==> config.mk <==
export PLATFORM = sky130hd
export DESIGN_NAME = branch_resolve_bht_flat
export DESIGN_NICKNAME = d
export VERILOG_FILES = /design/src/rtl/branch_resolve_bht_if.sv /design/src/rtl/branch_resolve_bht.sv /design/src/flat_wrapper.sv
export SDC_FILE = /design/constraint.sdc
export NUM_CORES = 1
export LEC_CHECK = 0
export CAP_MARGIN = 10
export CORE_UTILIZATION = 54
export CTS_CLUSTER_SIZE = 20
export DETAILED_ROUTE_END_ITERATION = 10
export PLACE_DENSITY_LB_ADDON = 0.12
export SYNTH_ARGS = -nofsm -noshare
export SYNTH_HDL_FRONTEND = slang
export SYNTH_SLANG_ARGS = --single-unit
==> constraint.sdc <==
create_clock -name i_clk -period 4.7 [get_ports i_clk]
set_input_delay 0.47 -clock i_clk [delete_from_list [all_inputs] [get_ports i_clk]]
set_output_delay 0.47 -clock i_clk [all_outputs]
set_load 0.02 [all_outputs]
==> src/rtl/branch_resolve_bht_if.sv <==
// Branch resolution / BHT bus bundle: IF-side lookup, EX-side resolve
// request, registered redirect/status and the optional statistics counters.
interface branch_resolve_bht_if #(
   parameter int XLEN = 32
);
   logic [XLEN-1:0] i_if_pc;
   logic            o_if_pred_taken;
   logic            i_ex_valid;
   logic [XLEN-1:0] i_ex_pc;
   logic [XLEN-1:0] i_ex_rs1;
   logic [XLEN-1:0] i_ex_rs2;
   logic [XLEN-1:0] i_ex_imm;
   logic [2:0]      i_ex_funct3;
   logic            i_ex_branch;
   logic            i_ex_jal;
   logic            i_ex_jalr;
   logic            i_ex_pred_taken;
   logic [XLEN-1:0] i_ex_pred_target;
   logic            i_flush;
   logic            o_redirect;
   logic [XLEN-1:0] o_redirect_pc;
   logic            o_taken;
   logic            o_br_illegal;
   logic [31:0]     o_stat_branches;
   logic [31:0]     o_stat_mispred;

   modport master (
      output i_if_pc, i_ex_valid, i_ex_pc, i_ex_rs1, i_ex_rs2, i_ex_imm,
             i_ex_funct3, i_ex_branch, i_ex_jal, i_ex_jalr, i_ex_pred_taken,
             i_ex_pred_target, i_flush,
      input  o_if_pred_taken, o_redirect, o_redirect_pc, o_taken,
             o_br_illegal, o_stat_branches, o_stat_mispred
   );

   modport slave (
      input  i_if_pc, i_ex_valid, i_ex_pc, i_ex_rs1, i_ex_rs2, i_ex_imm,
             i_ex_funct3, i_ex_branch, i_ex_jal, i_ex_jalr, i_ex_pred_taken,
             i_ex_pred_target, i_flush,
      output o_if_pred_taken, o_redirect, o_redirect_pc, o_taken,
             o_br_illegal, o_stat_branches, o_stat_mispred
   );
endinterface

==> src/rtl/branch_resolve_bht.sv <==
// Branch resolution unit with a bimodal branch history table.
// EX side resolves BEQ/BNE/BLT/BGE/BLTU/BGEU/JAL/JALR and raises a registered
// redirect on mispredict; IF side reads a 2-bit counter MSB combinationally.
// Optional macro BRANCH_STATS_EN adds saturating resolve/mispredict counters;
// without it the statistics outputs are tied to zero.
module branch_resolve_bht #(
   parameter int XLEN        = 32,
   parameter int BHT_ENTRIES = 64
) (
   input logic                i_clk,
   input logic                i_rst,
   branch_resolve_bht_if.slave bus
);
   localparam int IDX_W = $clog2(BHT_ENTRIES);

   logic [1:0]       bht [BHT_ENTRIES];
   logic [IDX_W-1:0] if_idx;
   logic [IDX_W-1:0] ex_idx;

   logic            is_jal, is_jalr, is_br, res;
   logic [XLEN:0]   diff;
   logic            eq, lt, ltu, ovf;
   logic            cond, bad_f3, taken, illegal, mispredict, train;
   logic [XLEN-1:0] br_target, jalr_sum, target, fallthrough;
   logic [1:0]      ctr, ctr_next;

   assign if_idx = bus.i_if_pc[IDX_W+1:2];
   assign ex_idx = bus.i_ex_pc[IDX_W+1:2];

   // No bypass: a same-cycle update to this index shows up next cycle.
   assign bus.o_if_pred_taken = bht[if_idx][1];

   // Type priority when several bits are set: jal > jalr > branch.
   assign is_jal  = bus.i_ex_jal;
   assign is_jalr = ~bus.i_ex_jal & bus.i_ex_jalr;
   assign is_br   = ~bus.i_ex_jal & ~bus.i_ex_jalr & bus.i_ex_branch;
   assign res     = bus.i_ex_valid & ~bus.i_flush & (is_jal | is_jalr | is_br);

   // One XLEN+1 subtract feeds all compares: borrow for unsigned,
   // sign xor overflow for signed.
   assign diff = {1'b0, bus.i_ex_rs1} - {1'b0, bus.i_ex_rs2};
   assign eq   = (bus.i_ex_rs1 == bus.i_ex_rs2);
   assign ltu  = diff[XLEN];
   assign ovf  = (bus.i_ex_rs1[XLEN-1] ^ bus.i_ex_rs2[XLEN-1]) &
                 (diff[XLEN-1] ^ bus.i_ex_rs1[XLEN-1]);
   assign lt   = diff[XLEN-1] ^ ovf;

   // Branch condition decode; 010/011 are not branch encodings.
   always_comb begin
      cond   = 1'b0;
      bad_f3 = 1'b0;
      case (bus.i_ex_funct3)
         3'b000: cond = eq;
         3'b001: cond = ~eq;
         3'b010: bad_f3 = 1'b1;
         3'b011: bad_f3 = 1'b1;
         3'b100: cond = lt;
         3'b101: cond = ~lt;
         3'b110: cond = ltu;
         3'b111: cond = ~ltu;
      endcase
   end

   assign br_target   = bus.i_ex_pc + bus.i_ex_imm;
   assign jalr_sum    = bus.i_ex_rs1 + bus.i_ex_imm;
   assign target      = is_jalr ? (jalr_sum & ~XLEN'(1)) : br_target;
   assign fallthrough = bus.i_ex_pc + XLEN'(4);
   assign taken       = is_br ? cond : 1'b1;
   assign illegal     = is_br & bad_f3;
   assign mispredict  = res & ((taken != bus.i_ex_pred_taken) |
                               (taken & (bus.i_ex_pred_target != target)));
   assign train       = res & is_br & ~bad_f3;

   // Saturating 2-bit counter step for the EX instruction's entry.
   always_comb begin
      ctr      = bht[ex_idx];
      ctr_next = ctr;
      if (taken) begin
         if (ctr != 2'b11) ctr_next = ctr + 2'd1;
      end else begin
         if (ctr != 2'b00) ctr_next = ctr - 2'd1;
      end
   end

   // Counter table: reset to weakly not-taken, trained by legal branches only.
   always_ff @(posedge i_clk) begin
      if (i_rst) begin
         for (int i = 0; i < BHT_ENTRIES; i++) bht[i] <= 2'b01;
      end else if (train) begin
         bht[ex_idx] <= ctr_next;
      end
   end

   // Registered resolve results; redirect pulses, the rest hold between resolves.
   always_ff @(posedge i_clk) begin
      if (i_rst) begin
         bus.o_redirect    <= 1'b0;
         bus.o_redirect_pc <= '0;
         bus.o_taken       <= 1'b0;
         bus.o_br_illegal  <= 1'b0;
      end else begin
         bus.o_redirect <= mispredict;
         if (res) begin
            bus.o_redirect_pc <= taken ? target : fallthrough;
            bus.o_taken       <= taken;
            bus.o_br_illegal  <= illegal;
         end
      end
   end

`ifdef BRANCH_STATS_EN
   // Saturating resolve / mispredict counters.
   always_ff @(posedge i_clk) begin
      if (i_rst) begin
         bus.o_stat_branches <= '0;
         bus.o_stat_mispred  <= '0;
      end else begin
         if (res && (bus.o_stat_branches != 32'hFFFF_FFFF))
            bus.o_stat_branches <= bus.o_stat_branches + 32'd1;
         if (mispredict && (bus.o_stat_mispred != 32'hFFFF_FFFF))
            bus.o_stat_mispred <= bus.o_stat_mispred + 32'd1;
      end
   end
`else
   assign bus.o_stat_branches = '0;
   assign bus.o_stat_mispred  = '0;
`endif

   logic unused_bits;
   assign unused_bits = ^{bus.i_if_pc[XLEN-1:IDX_W+2], bus.i_if_pc[1:0],
                          bus.i_ex_pc[XLEN-1:IDX_W+2], bus.i_ex_pc[1:0],
                          diff[XLEN-2:0]};
endmodule

==> src/flat_wrapper.sv <==
// flat-port wrapper written by rule: the top's interface ports become plain ports
module branch_resolve_bht_flat 
#(
   parameter int XLEN        = 32,
   parameter int BHT_ENTRIES = 64
)
  (i_clk, i_rst, bus_i_if_pc, bus_i_ex_valid, bus_i_ex_pc, bus_i_ex_rs1, bus_i_ex_rs2, bus_i_ex_imm, bus_i_ex_funct3, bus_i_ex_branch, bus_i_ex_jal, bus_i_ex_jalr, bus_i_ex_pred_taken, bus_i_ex_pred_target, bus_i_flush, bus_o_if_pred_taken, bus_o_redirect, bus_o_redirect_pc, bus_o_taken, bus_o_br_illegal, bus_o_stat_branches, bus_o_stat_mispred);
  branch_resolve_bht_if #(.XLEN(XLEN)) bus_i ();
  input logic i_clk;
  input logic i_rst;
  input wire logic [$bits(bus_i.i_if_pc)-1:0] bus_i_if_pc;
  input wire logic [$bits(bus_i.i_ex_valid)-1:0] bus_i_ex_valid;
  input wire logic [$bits(bus_i.i_ex_pc)-1:0] bus_i_ex_pc;
  input wire logic [$bits(bus_i.i_ex_rs1)-1:0] bus_i_ex_rs1;
  input wire logic [$bits(bus_i.i_ex_rs2)-1:0] bus_i_ex_rs2;
  input wire logic [$bits(bus_i.i_ex_imm)-1:0] bus_i_ex_imm;
  input wire logic [$bits(bus_i.i_ex_funct3)-1:0] bus_i_ex_funct3;
  input wire logic [$bits(bus_i.i_ex_branch)-1:0] bus_i_ex_branch;
  input wire logic [$bits(bus_i.i_ex_jal)-1:0] bus_i_ex_jal;
  input wire logic [$bits(bus_i.i_ex_jalr)-1:0] bus_i_ex_jalr;
  input wire logic [$bits(bus_i.i_ex_pred_taken)-1:0] bus_i_ex_pred_taken;
  input wire logic [$bits(bus_i.i_ex_pred_target)-1:0] bus_i_ex_pred_target;
  input wire logic [$bits(bus_i.i_flush)-1:0] bus_i_flush;
  output wire logic [$bits(bus_i.o_if_pred_taken)-1:0] bus_o_if_pred_taken;
  output wire logic [$bits(bus_i.o_redirect)-1:0] bus_o_redirect;
  output wire logic [$bits(bus_i.o_redirect_pc)-1:0] bus_o_redirect_pc;
  output wire logic [$bits(bus_i.o_taken)-1:0] bus_o_taken;
  output wire logic [$bits(bus_i.o_br_illegal)-1:0] bus_o_br_illegal;
  output wire logic [$bits(bus_i.o_stat_branches)-1:0] bus_o_stat_branches;
  output wire logic [$bits(bus_i.o_stat_mispred)-1:0] bus_o_stat_mispred;
  assign bus_i.i_if_pc = bus_i_if_pc;
  assign bus_i.i_ex_valid = bus_i_ex_valid;
  assign bus_i.i_ex_pc = bus_i_ex_pc;
  assign bus_i.i_ex_rs1 = bus_i_ex_rs1;
  assign bus_i.i_ex_rs2 = bus_i_ex_rs2;
  assign bus_i.i_ex_imm = bus_i_ex_imm;
  assign bus_i.i_ex_funct3 = bus_i_ex_funct3;
  assign bus_i.i_ex_branch = bus_i_ex_branch;
  assign bus_i.i_ex_jal = bus_i_ex_jal;
  assign bus_i.i_ex_jalr = bus_i_ex_jalr;
  assign bus_i.i_ex_pred_taken = bus_i_ex_pred_taken;
  assign bus_i.i_ex_pred_target = bus_i_ex_pred_target;
  assign bus_i.i_flush = bus_i_flush;
  assign bus_o_if_pred_taken = bus_i.o_if_pred_taken;
  assign bus_o_redirect = bus_i.o_redirect;
  assign bus_o_redirect_pc = bus_i.o_redirect_pc;
  assign bus_o_taken = bus_i.o_taken;
  assign bus_o_br_illegal = bus_i.o_br_illegal;
  assign bus_o_stat_branches = bus_i.o_stat_branches;
  assign bus_o_stat_mispred = bus_i.o_stat_mispred;
  branch_resolve_bht #(.XLEN(XLEN), .BHT_ENTRIES(BHT_ENTRIES)) u_core (.i_clk(i_clk), .i_rst(i_rst), .bus(bus_i));
endmodule
=== Word-level counts from Yosys, hierarchy flattened ===
Memory sizes are Yosys's and may differ from the RTL's.
Cells that the tools add are included.

* Bits in registers: 35
* RAM bits: 128
* Word-level logic and storage cells: 66
* Memories kept: 1

* Multiplexer cells: 16
* Reductions and logical operators: 4
* Add/subtract/negate cells: 6
* Equality and inequality tests: 11
* Bitwise operators: 24

{| class="wikitable"
|+ Memory list
! memory !! depth !! width !! rd ports !! clocked after Yosys merged registers in !! wr ports !! RTL line !! source
|-
| u_core.bht || 64 || 2 || 2 || 0 || 64 || branch_resolve_bht.sv:16 || <nowiki>logic [1:0] bht [BHT_ENTRIES];</nowiki>
|}

{| class="wikitable"
|+ Operators by type and width
! cell !! count
|-
| adder 32 bit || 2
|-
| 2-to-1 mux 32 bit || 2
|-
| subtractor 32 x 32 -> 33 bit || 1
|-
| adder 32 x 3 -> 32 bit (second input constant) || 1
|-
| equality test 32 bit || 1
|-
| != test 32 bit || 1
|-
| equality test 3 bit (second input constant) || 4
|-
| AND 1 bit || 11
|-
| 2-to-1 mux 1 bit || 8
|-
| 2-to-1 mux 2 bit || 4
|-
| inverter 1 bit || 7
|-
| equality test 3 x 2 -> 1 bit (second input constant) || 2
|-
| 2-to-1 mux 6 bit || 1
|-
| case mux 1 bit (6 select lines) || 1
|-
| OR reduction 2 bit || 2
|-
| equality test 3 x 1 -> 1 bit (second input constant) || 1
|-
| logical NOT 3 bit || 1
|-
| OR 1 bit || 3
|-
| XOR 1 bit || 3
|-
| adder 2 x 1 -> 2 bit (second input constant) || 1
|-
| != test 2 bit (second input constant) || 1
|-
| nonzero test 2 bit || 1
|-
| subtractor 2 x 1 -> 2 bit (second input constant) || 1
|-
| != test 1 bit || 1
|}

=== Depth between registers and ports, before layout ===
Gate-level depths: netlist of run 1.

* Depth in word-level cells: 12
* Depth in mapped cells: 25
* Mapped depth without buffers: 24

=== Least setup slack after synthesis of run 1 ===
OpenSTA, ideal clock, no wires.

* Kind: input -> register
* From: input port bus_i_ex_rs2[16]
* To: register u_core.bus.o_redirect_pc[16]
* Buffers on the path: 2
* Setup slack: 0.479 ns
* Stages on the path: 25
* Library setup time: 0.065 ns
* Arrival time: 4.156 ns
* Path through: inv_1 ha_1 a21oi_1 o21bai_1 a21o_1 a21oi_1 o21ai_0 a21o_1 a21o_1 a21o_1 a21oi_1 o21ai_0 a41oi_1 fa_1 and2_1 a41oi_1 xor2_1 o211ai_1 and4b_4 clkbuf_1 clkbuf_1 nor2_1 a211oi_1 a21oi_1 nor2_1

* Longest elaborated chain between the ends: 8

{| class="wikitable"
|+ Ends and longest elaborated chain
! element !! RTL line !! source
|-
| start, declared || flat_wrapper.sv:15 || <nowiki>input wire logic [$bits(bus_i.i_ex_rs2)-1:0] bus_i_ex_rs2;</nowiki>
|-
| subtractor 32 x 32 -> 33 bit || branch_resolve_bht.sv:41 || <nowiki>assign diff = {1'b0, bus.i_ex_rs1} - {1'b0, bus.i_ex_rs2};</nowiki>
|-
| XOR 1 bit || branch_resolve_bht.sv:45 || <nowiki>(diff[XLEN-1] ^ bus.i_ex_rs1[XLEN-1]);</nowiki>
|-
| AND 1 bit || branch_resolve_bht.sv:44 || <nowiki>assign ovf = (bus.i_ex_rs1[XLEN-1] ^ bus.i_ex_rs2[XLEN-1]) &</nowiki>
|-
| XOR 1 bit || branch_resolve_bht.sv:46 || <nowiki>assign lt = diff[XLEN-1] ^ ovf;</nowiki>
|-
| inverter 1 bit || branch_resolve_bht.sv:58 || <nowiki>3'b101: cond = ~lt;</nowiki>
|-
| case mux 1 bit (6 select lines) * || branch_resolve_bht.sv:52 || <nowiki>case (bus.i_ex_funct3)</nowiki>
|-
| 2-to-1 mux 1 bit * || branch_resolve_bht.sv:68 || <nowiki>assign taken = is_br ? cond : 1'b1;</nowiki>
|-
| 2-to-1 mux 32 bit * || branch_resolve_bht.sv:104 || <nowiki>bus.o_redirect_pc <= taken ? target : fallthrough;</nowiki>
|-
| end signal, assigned || branch_resolve_bht.sv:104 ||
|-
| end, declared || branch_resolve_bht_if.sv:39 || <nowiki>output o_if_pred_taken, o_redirect, o_redirect_pc, o_taken,</nowiki>
|}

Mark *: on every way between the ends. The rest lies on a longest branch, timed or not.
A chain may end at the register's enable or synchronous reset.

=== Final worst setup path of run 1 ===
* From: input port bus_i_ex_rs2[19]
* To: register u_core.bus.o_redirect

* Longest elaborated chain between the ends: 10

{| class="wikitable"
|+ Ends and longest elaborated chain
! element !! RTL line !! source
|-
| subtractor 32 x 32 -> 33 bit || branch_resolve_bht.sv:41 ||
|-
| XOR 1 bit || branch_resolve_bht.sv:45 ||
|-
| AND 1 bit || branch_resolve_bht.sv:44 ||
|-
| XOR 1 bit || branch_resolve_bht.sv:46 ||
|-
| inverter 1 bit || branch_resolve_bht.sv:58 ||
|-
| case mux 1 bit (6 select lines) * || branch_resolve_bht.sv:52 ||
|-
| 2-to-1 mux 1 bit * || branch_resolve_bht.sv:68 ||
|-
| != test 1 bit or AND 1 bit (tied branches) || branch_resolve_bht.sv:70, branch_resolve_bht.sv:71 ||
|-
| OR 1 bit * || branch_resolve_bht.sv:70 || <nowiki>assign mispredict = res & ((taken != bus.i_ex_pred_taken) |</nowiki>
|-
| AND 1 bit * || branch_resolve_bht.sv:70 ||
|-
| end signal, assigned || branch_resolve_bht.sv:102 || <nowiki>bus.o_redirect <= mispredict;</nowiki>
|-
| end, declared || branch_resolve_bht_if.sv:39 ||
|}

Marked as above.

==> flow_summary_export.csv, run 1 <==
group,metric,value,unit
critical_path,critPathKind,"input pin to flip-flop",
synthesis,synth_fa_ha_area_share,8.174,%
placed_design,place_congestion,0.9649,
global_route,antenna_found_initial,0,
critical_path,end_kind,"flip-flop",
die,initial_core_util,55.17,%
detailed_routing,viasPerCell,6.298,
cells_and_area,layout_commonest_cell,"nand2_1",
global_route,grt_pass1_vias,14380,
synthesis,synth_top_area_share,25.01,%
cts,cts_tree,"yes",
critical_path,cp-start-kind,"input pin",
cts,path_clk_slew,0.07,ns
synthesis,synth_cell_type_count,88,
synthesis,synth_edf_count,128,
synthesis,synth_top_family_by_area,"simple AND/OR/NAND/NOR gates",
detailed_routing,remaining_drc_errors,0,
critical_path,r2r_cells,8,
global_route,grt_usage,35.74,%
detailed_routing,avgRoutedWirePerCell,21.54,µm
cts,clock_latency,0.43,ns
die,fp.dieH,170.7,µm
cells_and_area,area_growth,23.36,%
synthesis,ys_seq_area_share,29.57,%
synthesis,ys_async_sr_fraction,0,%
die,die_width,170.7,µm
critical_path,cp_max_fo,2,
power_and_ir_drop,power_density,253.4,nW/µm²
die,num_rows,61,
detailed_routing,drt-total-wl,52470,µm
synthesis,ys_seq_elements,163,
synthesis,synth.mux.area_fraction,4.608,%
synthesis,synth_top_cell_by_area,"edfxtp_1",
synthesis,synth_top_flop_cell,"edfxtp_1",
synthesis,synth_xor_area_share,5.788,%
cells_and_area,drive_gt1_share,11.08,%
power_and_ir_drop,p_total,4804,µW
global_route,grt_pass1_wl,79410,µm
run_status,status,"completed",
timing,finalCritPeriodShare,94.80,%
detailed_routing,drt_first_pass_iters,6,
cts,clk_path_buf_depth,2,
cells_and_area,layout_common_cells,"nand2_1 (195), clkdlybuf4s50_1 (184), nor2_1 (165), edfxtp_1 (128), nand3_1 (118)",
critical_path,worstPathRequired,5.02,ns
synthesis,synth-simple-area-share,23.95,%
timing,finalSetupTns,0,ns
die,dieArea,29140,µm²
synthesis,syn_avg_cell_area,8.339,µm²
placed_design,dp_hpwl,39520,µm
detailed_routing,via_count,15340,
timing,hold_viol_final,0,
global_route,overflow,0,
power_and_ir_drop,ir_drop,0.1962,mV
power_and_ir_drop,p_leak,0.007217,µW
timing,min_period,4.455,ns
timing,setup_viol_count_final,0,
cells_and_area,postLayoutCoreUtil,68.05,%
cts,clkSinkCount,163,
worst_hold_path,holdPathStages,2,
worst_hold_path,hp-start,"u_core.bus.o_redirect_pc[30]",
run,maxCapViolations,0,
synthesis,synth.cell_area,15370,µm²
worst_hold_path,holdPathEnd,"u_core.bus.o_redirect_pc[30]",
cells_and_area,n_fill_cell,2284,
die,io_pins,303,
timing,fmax,0.2244,GHz
timing,worst_slack,0.2446,ns
placed_design,io_buffers,212,
global_route,grt_max_degree,101,
critical_path,reg2reg_slack,2.09,ns
cells_and_area,final_nets,2344,
cts,cts_made_buffers,17,
worst_hold_path,hold_class,"flip-flop to flip-flop",
cts,htree_num_levels,4,
timing,skew,0.01517,ns
detailed_routing,antenna_left,0,
synthesis,ys_warn_count,0,
timing,worstMarginPinSlew,1.026,ns
timing,slew_violations,0,
cts,clock-root-buffer,"clkbuf_16",
die,core-area,27860,µm²
critical_path,r2r-end,"u_core.bht[29][0]",
critical_path,timing.rr.start,"u_core.bht[1][1]",
critical_path,startpoint,"bus_i_ex_rs2[19]",
detailed_routing,drt_iter0_markers,1722,
synthesis,synth_area_leaders,"edfxtp_1 (25%), ha_1 (7.7%), nand2_1 (4.8%), dfxtp_1 (4.6%), nor2_1 (4.1%)",
critical_path,critPathArrivalTime,4.77,ns
synthesis,synth_compound_area_share,20.26,%
synthesis,synthesis.instances,1843,
timing,relSlewSlack,31.63,%
placed_design,post-place-ws,-0.7208,ns
==> cells in the mapped netlist, types with 8 or more instances <==
| cell | n |
|---|---|
| nand2_1 | 195 |
| nor2_1 | 168 |
| edfxtp_1 | 128 |
| nand3_1 | 119 |
| a21oi_1 | 110 |
| ha_1 | 94 |
| clkbuf_1 | 86 |
| nand2b_1 | 75 |
| buf_4 | 65 |
| inv_1 | 57 |
| o21ai_0 | 56 |
| a22oi_1 | 55 |
| xor2_1 | 50 |
| xnor2_1 | 49 |
| dfxtp_1 | 35 |
| nand4_1 | 33 |
| o211ai_1 | 30 |
| nor3_1 | 29 |
| and3_1 | 28 |
| a21o_1 | 27 |
| a211oi_1 | 24 |
| buf_2 | 22 |
| mux2i_1 | 21 |
| mux4_2 | 21 |
| and2_1 | 17 |
| a31oi_1 | 14 |
| a221oi_1 | 12 |
| o21a_1 | 12 |
| buf_1 | 10 |
| nor4_1 | 10 |
| or3_1 | 10 |
| nor2b_1 | 9 |
| nor3b_1 | 9 |
| o31ai_1 | 9 |
| a22o_1 | 8 |
| o21bai_1 | 8 |
==> metrics by stage <==
stage | std cells | hold WS [ns] | area (µm²)
floorplan | 1906 | 0.5302 | 15610
global route | 2435 | 0.4820 | 18960
CTS | 2434 | 0.4627 | 18670
global placement | 2402 | 0.4434 | 18060
detailed placement | 2402 | 0.4498 | 18060
finish | 2436 | 0.4606 | 18960
==> critical path, cell delays in order <==
cell and delay, ns:
clkdlybuf4s50_1 0.46, inv_1 0.04, ha_1 0.31, a21oi_2 0.14, o21ai_1 0.08, a21o_1 0.17, a21o_1 0.16, a21o_1 0.16
a21oi_2 0.13, o21ai_2 0.10, a41oi_2 0.21, fa_2 0.24, and2_4 0.14, a41oi_2 0.04, xor2_1 0.20, o211ai_1 0.16
and4b_4 0.23, a311o_1 0.36, a2111oi_4 0.37, nand4_1 0.22, nor4_2 0.30, nor2_1 0.08
==> kinds of logic after synthesis <==
| family | Yosys count |
|---|---|
| simple gates | 745 |
| compound gates | 451 |
| buf+inv | 240 |
| flops | 163 |
| xor+xnor | 100 |
| fa+ha+maj | 99 |
| mux | 44 |
| other cells | 1 |
==> layer usage <==
| metal | global-route usage (%) | up-vias | share of wire, % |
|---|---|---|---|
| li1 | - | 7093 | - |
| met4 | 12.69 | 0 | 3.5 |
| met2 | 56.66 | 954 | 45 |
| met5 | 0 | - | 0 |
| met1 | 49.14 | 7157 | 42 |
| met3 | 5.760 | 137 | 9.7 |
==> what timing repair did <==
item / 4_1_cts / 5_1_grt
endpoints found under the setup margin: 1 / 153
pin swaps: 4 / 41
buffers inserted: 0 / 1
hold endpoints to repair: 0 / 0
hold buffers: 0 / 0
gates resized for setup: 6 / 70
==> state kept, by name (all words and copies together), names as in the netlist <==
register                  cells
u_core.bht                  128
u_core.bus.o_br_illegal       1
u_core.bus.o_redirect         1
u_core.bus.o_redirect_pc     32
u_core.bus.o_taken            1
==> worst max path at each step <==
stage | depth (start not counted) | endpoint | slack, ns
after floorplan | 25 | u_core.bus.o_redirect_pc[16] | 0.48
after global placement | 25 | u_core.bus.o_redirect | -0.57
after detailed placement | 24 | u_core.bus.o_redirect | -0.72
after CTS | 25 | u_core.bus.o_redirect | 0.07
after global routing | 22 | u_core.bus.o_redirect | -0.007
final | 22 | u_core.bus.o_redirect | 0.24
==> final cells by class <==
type / instances / area (µm²) / share of cell area (%)
Clock buffer: 18 / 429.2 / 2.264
Clock inverter: 14 / 145.1 / 0.7656
Multi-Input combinational cell: 1503 / 10200 / 53.81
Antenna cell: 1 / 2.502 / 0.01320
Inverter: 57 / 214.0 / 1.129
Sequential cell: 163 / 4544 / 23.97
Timing Repair Buffer: 302 / 2948 / 15.55
Tap cell: 378 / 473.0 / 2.495
==> power breakdown <==
part | switching (µW) | internal [µW] | leakage (µW) | total [µW]
Clock | 625 | 746 | 0.000277 | 1370
Combinational | 1070 | 748 | 0.00555 | 1810
Sequential | 29.9 | 1590 | 0.00139 | 1620
Total | 1720 | 3080 | 0.00722 | 4800
(Power assumes the default switching activity.)
==> inputs of run 2 (changes only) <==
- CORE_UTILIZATION: 54 -> 61
- DONT_BUFFER_PORTS: default -> 1
==> flow_summary_export.csv, run 2 (synthesis gave the netlist of run 1 again) <==
group,metric,value,unit
die,num_rows,57,
cells_and_area,top_regs,"u_core.bht x128, u_core.bus.o_redirect_pc x32",
timing,worst_slack,0.2415,ns
critical_path,cp-start-kind,"input pin",
die,fp.dieH,160.7,µm
critical_path,r2r-end,"u_core.bht[32][0]",
critical_path,timing.rr.start,"u_core.bht[0][1]",
critical_path,r2r_cells,8,
cells_and_area,drive_gt1_share,7.171,%
placed_design,post-place-ws,-0.2665,ns
timing,worstMarginPinSlew,1.191,ns
power_and_ir_drop,p_sw_share,34.67,%
critical_path,end_kind,"flip-flop",
die,die_width,160.7,µm
global_route,grt_use_met3,9.840,%
cells_and_area,diodes,0,
detailed_routing,drt_iter0_markers,1736,
cts,clock-root-buffer,"clkbuf_16",
die,initial_core_util,62.64,%
cells_and_area,stdcell_count,2109,
power_and_ir_drop,ir_drop,0.2339,mV
timing,relSlewSlack,20.24,%
timing,fmax,0.2243,GHz
run_status,status,"completed",
cells_and_area,largest_reg_flops,128,
global_route,grt_busiest_layer,"met2",
cts,cts_made_buffers,17,
global_route,grt_usage,36.60,%
global_route,overflow,0,
timing,holdWs,0.1163,ns
cells_and_area,regMostFlops,"u_core.bht",
power_and_ir_drop,p_sw,1532,µW
placed_design,place_congestion,1.001,
timing,setup_viol_count_final,0,
detailed_routing,viasPerCell,6.739,
worst_hold_path,holdPathEnd,"u_core.bus.o_redirect_pc[29]",
detailed_routing,remaining_drc_errors,0,
cts,clkSinkCount,163,
cells_and_area,layout_common_cells,"nand2_1 (195), nor2_1 (166), edfxtp_1 (128), nand3_1 (119), a21oi_1 (110)",
power_and_ir_drop,power_density,276.7,nW/µm²
cts,cts_tree,"yes",
placed_design,io_buffers,0,
detailed_routing,via_count,14210,
timing,hold_viol_final,0,
cts,htree_num_levels,4,
critical_path,worstPathRequired,5.02,ns
power_and_ir_drop,clockPowerShare,30.8,%
detailed_routing,antenna_left,0,
cells_and_area,fin_area,15970,µm²
detailed_routing,drt_first_pass_iters,7,
cells_and_area,area_growth,3.900,%
power_and_ir_drop,p_leak,0.005866,µW
timing,finalCritPeriodShare,94.86,%
detailed_routing,avgRoutedWirePerCell,22.80,µm
placed_design,dp_hpwl,36250,µm
die,dieArea,25830,µm²
timing,min_period,4.459,ns
cells_and_area,layout_commonest_cell,"nand2_1",
critical_path,critPathKind,"input pin to flip-flop",
cts,clock_latency,0.43,ns
worst_hold_path,hp-start,"i_rst",
critical_path,critPathArrivalTime,4.78,ns
timing,finalSetupTns,0,ns
placed_design,placed_area,15380,µm²
cts,clk_path_buf_depth,2,
detailed_routing,drt-total-wl,48080,µm
power_and_ir_drop,p_seq_share,37.4,%
global_route,gr-usage-met1,50.72,%
power_and_ir_drop,combPwrFrac,31.8,%
global_route,grt_max_degree,102,
cts,path_clk_slew,0.07,ns
global_route,use_met2,55.63,%
worst_hold_path,hold_class,"input pin to flip-flop",
critical_path,cp_max_fo,2,
global_route,grt_pass1_vias,13000,
worst_hold_path,holdPathStages,1,
timing,skew,0.01645,ns
cells_and_area,final_nets,2072,
timing,slew_violations,0,
die,core-area,24530,µm²
run,maxCapViolations,0,
power_and_ir_drop,internal_power,2887,µW
global_route,antenna_found_initial,0,
global_route,grt_pass1_wl,73180,µm
cells_and_area,n_fill_cell,2122,
cts,postCtsSetupBuffers,0,
die,io_pins,303,
critical_path,reg2reg_slack,2.07,ns
placed_design,place_inst,2077,
## run 2: metrics by stage
step	total power, µW	util [%]
3_3_place_gp	3024	62.70
4_1_cts	4370	65.03
6_report	4419	65.09
2_1_floorplan	2759	-
3_5_place_dp	3043	62.70
5_1_grt	4592	65.09
## run 2: layout make-up
class | count | area, µm² | share of cell area (%)
Multi-Input combinational cell | 1503 | 9970 | 62.44
Sequential cell | 163 | 4544 | 28.46
Clock buffer | 23 | 508.0 | 3.181
Tap cell | 324 | 405.4 | 2.539
Timing Repair Buffer | 30 | 262.8 | 1.646
Inverter | 57 | 214.0 | 1.340
Clock inverter | 9 | 63.81 | 0.3996
## run 2: worst max-delay path, stage by stage
cell,delay [ns]
inv_1,0.03
ha_1,0.30
a21oi_1,0.19
o21bai_1,0.08
a21o_1,0.18
a21oi_1,0.13
o21ai_0,0.09
a21o_1,0.19
a21o_1,0.17
a21o_1,0.17
a21oi_1,0.14
o21ai_1,0.13
a41oi_2,0.22
fa_1,0.21
and2_1,0.13
a41oi_1,0.05
xor2_1,0.19
o211ai_1,0.18
and4b_4,0.24
a311o_1,0.30
a2111oi_2,0.41
nand4_1,0.27
nor4_2,0.24
nor2_1,0.07
## run 2: repair_timing
item,4_1_cts,5_1_grt
endpoints found under the setup margin,0,1
hold buffers,0,0
gates resized for setup,0,3
## run 2: power by group through the flow
stage / clock network (µW) / logic, µW / registers [µW]
floorplan: 0 / 1090 / 1660
global placement: 0 / 1340 / 1680
detailed placement: 0 / 1360 / 1680
CTS: 1350 / 1370 / 1650
global route: 1420 / 1520 / 1660
finish: 1360 / 1410 / 1650
## run 2: how the worst max path moves through the flow
| stage | start | endpoint | slack [ns] |
|---|---|---|---|
| finish | bus_i_ex_rs2[16] | u_core.bus.o_redirect | 0.24 |
| global route | bus_i_ex_rs2[16] | u_core.bus.o_redirect | -0.01 |
| CTS | bus_i_ex_rs2[16] | u_core.bus.o_redirect | 0.13 |
| detailed placement | bus_i_ex_rs2[16] | u_core.bus.o_redirect | -0.27 |
| global placement | bus_i_ex_rs2[16] | u_core.bus.o_redirect | -0.09 |
| floorplan | bus_i_ex_rs2[16] | u_core.bus.o_redirect_pc[16] | 0.48 |
## run 2: metal layers
metal  vias up  share of wire [%]
met5         -                  0
met4         0                3.2
met3       115                 13
met2       915                 44
met1      6631                 41
li1       6551                  -
